### config.mk
export PLATFORM = sky130hd
export DESIGN_NAME = axis_sample_packetizer
export DESIGN_NICKNAME = d
export VERILOG_FILES = /design/src/rtl/axis_sample_packetizer.sv
export SDC_FILE = /design/constraint.sdc
export NUM_CORES = 1
export LEC_CHECK = 0
export ABC_AREA = 1
export BUFFER_PORTS_ARGS = -buffer_cell sky130_fd_sc_hd__buf_2
export CELL_PAD_IN_SITES_DETAIL_PLACEMENT = 1
export CELL_PAD_IN_SITES_GLOBAL_PLACEMENT = 1
export CORE_ASPECT_RATIO = 1.4
export CORE_MARGIN = 1
export CORE_UTILIZATION = 52
export CTS_CLUSTER_DIAMETER = 40
export CTS_CLUSTER_SIZE = 40
export DETAILED_ROUTE_END_ITERATION = 6
export GPL_TIMING_DRIVEN = 0
export PLACE_DENSITY_LB_ADDON = 0.1
export SKIP_LAST_GASP = 1
export SYNTH_ARGS = -nofsm -noshare
export SYNTH_HDL_FRONTEND = slang
export SYNTH_SLANG_ARGS = --single-unit
### constraint.sdc
create_clock -name clk_i -period 7.48 [get_ports clk_i]
set_clock_uncertainty 0.15 [all_clocks]
set_input_delay 0.748 -clock clk_i [delete_from_list [all_inputs] [get_ports clk_i]]
set_output_delay 0.748 -clock clk_i [all_outputs]
set_load 0.005 [all_outputs]
### src/rtl/axis_sample_packetizer.sv
// axis_sample_packetizer: buffers a free-running sample stream in a small
// first-word-fall-through FIFO and emits fixed-length AXI4-Stream packets.
// Ports: clk_i/rstn_i (async active-low); smp_dat_i/smp_vld_i sample input;
//   cfg_len_i beats per packet; ctl_start_i/ctl_stop_i control pulses;
//   m_t* AXI4-Stream master; sts_busy_o, sts_ovf_o, sts_pkt_cnt_o status.
// Optional: define AXIS_PKT_CNT_EN to build the completed-packet counter;
//   otherwise sts_pkt_cnt_o is tied to 0.
module axis_sample_packetizer #(
    parameter int DW = 16,
    parameter int FD = 16,
    parameter int LW = 16
) (
    input  logic            clk_i,
    input  logic            rstn_i,
    input  logic [DW-1:0]   smp_dat_i,
    input  logic            smp_vld_i,
    input  logic [LW-1:0]   cfg_len_i,
    input  logic            ctl_start_i,
    input  logic            ctl_stop_i,
    output logic [DW-1:0]   m_tdata_o,
    output logic [DW/8-1:0] m_tkeep_o,
    output logic            m_tlast_o,
    output logic            m_tvalid_o,
    input  logic            m_tready_i,
    output logic            sts_busy_o,
    output logic            sts_ovf_o,
    output logic [31:0]     sts_pkt_cnt_o
);

    localparam int AW = $clog2(FD);
    localparam int KW = DW / 8;
    localparam logic [AW+1:0] FD_OCC = (AW + 2)'(FD);
    localparam logic [LW-1:0] ONE = 1;

    typedef enum logic [1:0] {
        IDLE,
        STREAM,
        PAD,
        DRAIN
    } state_t;

    state_t state_q, state_d;

    logic [DW-1:0] mem [FD];
    logic [AW:0]   wr_ptr_q, rd_ptr_q;
    logic [AW:0]   fifo_cnt;
    logic [AW+1:0] occ;
    logic          fifo_empty;

    logic [LW-1:0] len_q, beat_q;
    logic          ovf_q, busy_q;

    logic [DW-1:0] tdata_q;
    logic [KW-1:0] tkeep_q;
    logic          tvalid_q;

    logic hs, reload, last_beat, data_phase;
    logic fifo_rd, fifo_wr, wr_req, pad_load, start_acc;

    assign fifo_cnt   = wr_ptr_q - rd_ptr_q;
    assign fifo_empty = (fifo_cnt == '0);
    // The output register counts toward the FD-word capacity.
    assign occ        = {1'b0, fifo_cnt} + {{(AW + 1){1'b0}}, tvalid_q};

    assign hs         = tvalid_q & m_tready_i;
    assign reload     = ~tvalid_q | m_tready_i;
    assign last_beat  = (beat_q == len_q - ONE);
    assign data_phase = (state_q == STREAM) || (state_q == DRAIN);
    assign start_acc  = (state_q == IDLE) & ctl_start_i & ~ctl_stop_i;

    assign wr_req   = (state_q == STREAM) & smp_vld_i & ~ctl_stop_i;
    // A handshake frees a slot in the same cycle, so a write at full succeeds.
    assign fifo_wr  = wr_req & ((occ != FD_OCC) | hs);
    assign fifo_rd  = reload & data_phase & ~fifo_empty;
    // Stop issuing pad beats once the final (TLAST) beat is on the bus.
    assign pad_load = (state_q == PAD) & reload & ~(tvalid_q & last_beat);

    always_ff @(posedge clk_i) begin
        if (fifo_wr) begin
            mem[wr_ptr_q[AW-1:0]] <= smp_dat_i;
        end
    end

    always_ff @(posedge clk_i or negedge rstn_i) begin
        if (!rstn_i) begin
            wr_ptr_q <= '0;
            rd_ptr_q <= '0;
        end else begin
            if (fifo_wr) wr_ptr_q <= wr_ptr_q + 1'b1;
            if (fifo_rd) rd_ptr_q <= rd_ptr_q + 1'b1;
        end
    end

    always_ff @(posedge clk_i or negedge rstn_i) begin
        if (!rstn_i) begin
            tvalid_q <= 1'b0;
            tdata_q  <= '0;
            tkeep_q  <= '0;
        end else if (reload) begin
            if (fifo_rd) begin
                tvalid_q <= 1'b1;
                tdata_q  <= mem[rd_ptr_q[AW-1:0]];
                tkeep_q  <= '1;
            end else if (pad_load) begin
                tvalid_q <= 1'b1;
                tdata_q  <= '0;
                tkeep_q  <= '0;
            end else begin
                tvalid_q <= 1'b0;
                tdata_q  <= '0;
                tkeep_q  <= '0;
            end
        end
    end

    always_ff @(posedge clk_i or negedge rstn_i) begin
        if (!rstn_i) begin
            len_q  <= ONE;
            beat_q <= '0;
            ovf_q  <= 1'b0;
        end else if (start_acc) begin
            len_q  <= (cfg_len_i == '0) ? ONE : cfg_len_i;
            beat_q <= '0;
            ovf_q  <= 1'b0;
        end else begin
            if (hs) beat_q <= last_beat ? '0 : beat_q + ONE;
            if (wr_req && !fifo_wr) ovf_q <= 1'b1;
        end
    end

    always_ff @(posedge clk_i or negedge rstn_i) begin
        if (!rstn_i) begin
            state_q <= IDLE;
            busy_q  <= 1'b0;
        end else begin
            state_q <= state_d;
            busy_q  <= (state_d != IDLE);
        end
    end

    always_comb begin
        state_d = state_q;
        unique case (state_q)
            IDLE: begin
                if (start_acc) state_d = STREAM;
            end
            STREAM: begin
                if (ctl_stop_i) state_d = DRAIN;
            end
            DRAIN: begin
                // Leave once the last buffered beat has left the output register;
                // the beat count after that handshake selects IDLE or PAD.
                if (fifo_empty && (!tvalid_q || hs)) begin
                    if (hs ? last_beat : (beat_q == '0)) state_d = IDLE;
                    else                                  state_d = PAD;
                end
            end
            PAD: begin
                if (hs && last_beat) state_d = IDLE;
            end
            default: state_d = IDLE;
        endcase
    end

`ifdef AXIS_PKT_CNT_EN
    logic [31:0] pkt_cnt_q;

    always_ff @(posedge clk_i or negedge rstn_i) begin
        if (!rstn_i) begin
            pkt_cnt_q <= '0;
        end else if (hs && last_beat) begin
            pkt_cnt_q <= pkt_cnt_q + 32'd1;
        end
    end

    assign sts_pkt_cnt_o = pkt_cnt_q;
`else
    assign sts_pkt_cnt_o = '0;
`endif

    assign m_tdata_o  = tdata_q;
    assign m_tkeep_o  = tkeep_q;
    assign m_tvalid_o = tvalid_q;
    assign m_tlast_o  = tvalid_q & last_beat;
    assign sts_busy_o = busy_q;
    assign sts_ovf_o  = ovf_q;

endmodule

==> summary.md <==
| Metric | Value |
|---|---|
| H-tree level count | 2 |
| HPWL Detailed | 32700 um |
| # DRC | 0 |
| Share of post-route cells with drive strength above 1 | 15.3% |
| Vias per cell | 5.85 |
| RSZ-0062 raised after global routing | false |
| Post-synthesis register bit count | 320 |
| Status | completed |
| Die H | 200 um |
| Vias | 11200 |
| Routed WL per cell | 24.5 um |
| Initial core utilization | 52.9% |
| DRT Pass-1 Iters | 5 |
| Initial antenna violation count | 0 |
| Tcrit/Tclk final | 61.2% |
| PwrDens | ~240 nW/um2 |
| Largest net degree at the start of global routing | 62 |
| Final setup viols | 0 |
| Post-Place Worst Slack | around 3000 ps |
| Die Footprint | 28700 um2 |
| Gr usage total | 33.6% |
| Placed cell areas | roughly 16000 um2 |
| Min cycle time layout | 4580 ps |
| WP data required | 7550 ps |
| Non-filler instance count after layout | between 1500 and 2000 |
| P_leak | 6.74 nW |
| # IOs | 92 |
| Vias in the first global route | 12100 |
| CTS tree | built |
| Worst skew pair latency | 530 ps |
| Setup TNS | 0 ps |
| Max Freq | 218 MHz |
| Slew HR | between 30% and 40% |
| CP Class | reg -> reg |
| Cts repair resizes | 0 |
| Final Hold Viols | 0 |
| Routability cong. | 0.956 |
| Final #Nets | 1572 |
| Worst-Margin Slew | 989 ps |
| Clock buffer depth | 3 |
| CTS root buffer | clkbuf_16 |
| Placed Cells | around 1900 |
| Row cnt | 72 |
| Setup ws final | 2900 ps |
| I/O Buffers | 59 |
| Syn Area/Cell | 10.6 um2 |
| Syn Inst Count | 1373 |
| CTS Buf Count | 34 |
| Arrival @ worst endpoint | 4650 ps |
| CTS sink cnt | 320 |
| Top fanout value on the critical path | 11 |
| # diodes | 0 |
| Final core occ | between 60% and 70% |
| Antenna-violating nets left | 0 |
| Syn Std Cell Area | between 10000 and 15000 um2 |
| Worst Hold Class | in -> reg |
| First-pass GRT wire length | ~70000 um |
| Core area | roughly 28000 um2 |
| Synth-to-Final Area Change | 16.6% |
| Max cap viols | 0 |
| DRT iter0 DRCs | 673 |
| Seq/Total Area, Yosys | between 60 and 70% |
| Max-slew violation count | 0 |
| GRT overflow | 0 |
| Commonest non-fill, non-tap cell in the layout | nand2_1 |
| Commonest non-fill, non-tap cells in the layout | nand2_1, edfxtp_1, a21oi_1 |
| Setup Fix Bufs, Post-CTS | 0 |
| CP Capture Type | flop |
| CTS clk-pin slew, worst paths | 70 ps |
| Startpoint Class | flop |
| Final WL | 46900 um |
| CTS Hold Bufs | 1 |
| Final Cell Area | 17000 um2 |
| Netlist cell types | 45 |
| VDD IR max | around 220 uV |
| Die span in x | 144 um |
| Yosys Warn Count | 0 |
## path summary, 6_finish.rpt
| check | from | end | slack [ps] | cells past startpoint |
|---|---|---|---|---|
| max in group asynchronous | rstn_i | len_q[0] | 6180 | 3 |
| max reg2reg | rd_ptr_q[1] | mem[7][3] | 2900 | 13 |
| max | rd_ptr_q[1] | mem[7][3] | 2900 | 13 |
| min | cfg_len_i[9] | len_q[9] | 290 | 3 |
| min reg2reg | m_tdata_o[15] | m_tdata_o[15] | 330 | 2 |
| min in group asynchronous | rstn_i | sts_ovf_o | 410 | 2 |
## Yosys cell counts (all sizes together)
| cell | number | share of area, % |
|---|---|---|
| edfxtp | 256 | 53 |
| xnor2 | 13 | 0.78 |
| nand2 | 426 | 11 |
| dfstp | 1 | 0.18 |
| a21oi | 112 | 3.9 |
| a41o | 1 | 0.069 |
| o311ai | 10 | 0.60 |
| nand3b | 27 | 1.4 |
| clkinv | 2 | 0.051 |
| nor3 | 24 | 0.97 |
| a31oi | 6 | 0.26 |
| fa | 1 | 0.14 |
| nor4 | 8 | 0.34 |
| xor2 | 20 | 1.3 |
| a221o | 6 | 0.41 |
| ha | 14 | 1.2 |
| a32o | 16 | 1.1 |
| dfrtp | 63 | 11 |
| nor2 | 57 | 1.8 |
| nand4 | 15 | 0.64 |
| and2 | 1 | 0.043 |
| nand3 | 54 | 1.9 |
| conb | 1 | 0.026 |
| inv | 68 | 1.7 |
| o21ai | 36 | 1.2 |
| buf | 62 | 2.7 |
| o21bai | 1 | 0.051 |
| or2 | 4 | 0.17 |
| a22oi | 27 | 1.4 |
| clkbuf | 41 | 1.1 |
## worst max-delay path, stage by stage (launching register included)
cell      delay, ps
dfrtp_1         400
clkbuf_1        180
inv_2           200
clkbuf_1        770
fa_1            600
ha_1            300
nor2_1           50
nand2_1          50
a21oi_1          70
nand3_2         140
nand2_2          80
buf_2           240
nor3_2          710
buf_4           350
## report_power, final
group	internal, mW	total (mW)	switching (mW)	leakage, nW
clock	1.09	1.84	0.751	0.590
combinational	0.0729	0.220	0.147	3.05
sequential	1.93	1.95	0.0170	3.10
total	3.09	4.01	0.916	6.74
## per-layer routing
metal	global-route usage, %	routed length [um]	vias to the layer above
met4	20.3	2930	0
met2	61.5	25300	415
met5	0	0	-
li1	-	-	4992
met3	4.11	2190	151
met1	36.3	16500	5645
## cell type report
type / instances / area [um2]
Buffer: 103 / 551
Inverter: 70 / 263
Sequential cell: 320 / 9290
Tap cell: 370 / 463
Fill cell: 2982 / 10500
Clock inverter: 18 / 264
Timing Repair Buffer: 79 / 534
Clock buffer: 44 / 972
Multi-Input combinational cell: 911 / 4680
## kinds of logic after synthesis
| family | Yosys count | share of synthesized area (%) |
|---|---|---|
| AND/OR/NAND/NOR | 616 | 18.4 |
| buffers and inverters | 173 | 5.57 |
| flip-flops | 320 | 63.7 |
| adder cells (fa/ha/maj) | 15 | 1.34 |
| AO/OA/AOI/OAI | 215 | 8.98 |
| other | 1 | 0.0257 |
| XOR/XNOR | 33 | 2.03 |
## flip-flops by register name, indices dropped and copies added (netlist names)
| signal | cells |
|---|---|
| mem | 256 |
| beat_q | 16 |
| len_q | 16 |
| m_tdata_o | 16 |
| rd_ptr_q | 5 |
| wr_ptr_q | 5 |
| state_q | 2 |
| m_tkeep_o | 1 |
| m_tvalid_o | 1 |
| sts_busy_o | 1 |
| sts_ovf_o | 1 |
## per-stage QoR
step	power, mW	hold WS (ps)
2_1_floorplan	2.11	302
3_3_place_gp	2.19	309
3_5_place_dp	2.20	311
4_1_cts	4.03	284
5_1_grt	4.10	308
6_report	4.01	288
No activity file was read; power rests on OpenSTA's default activity.
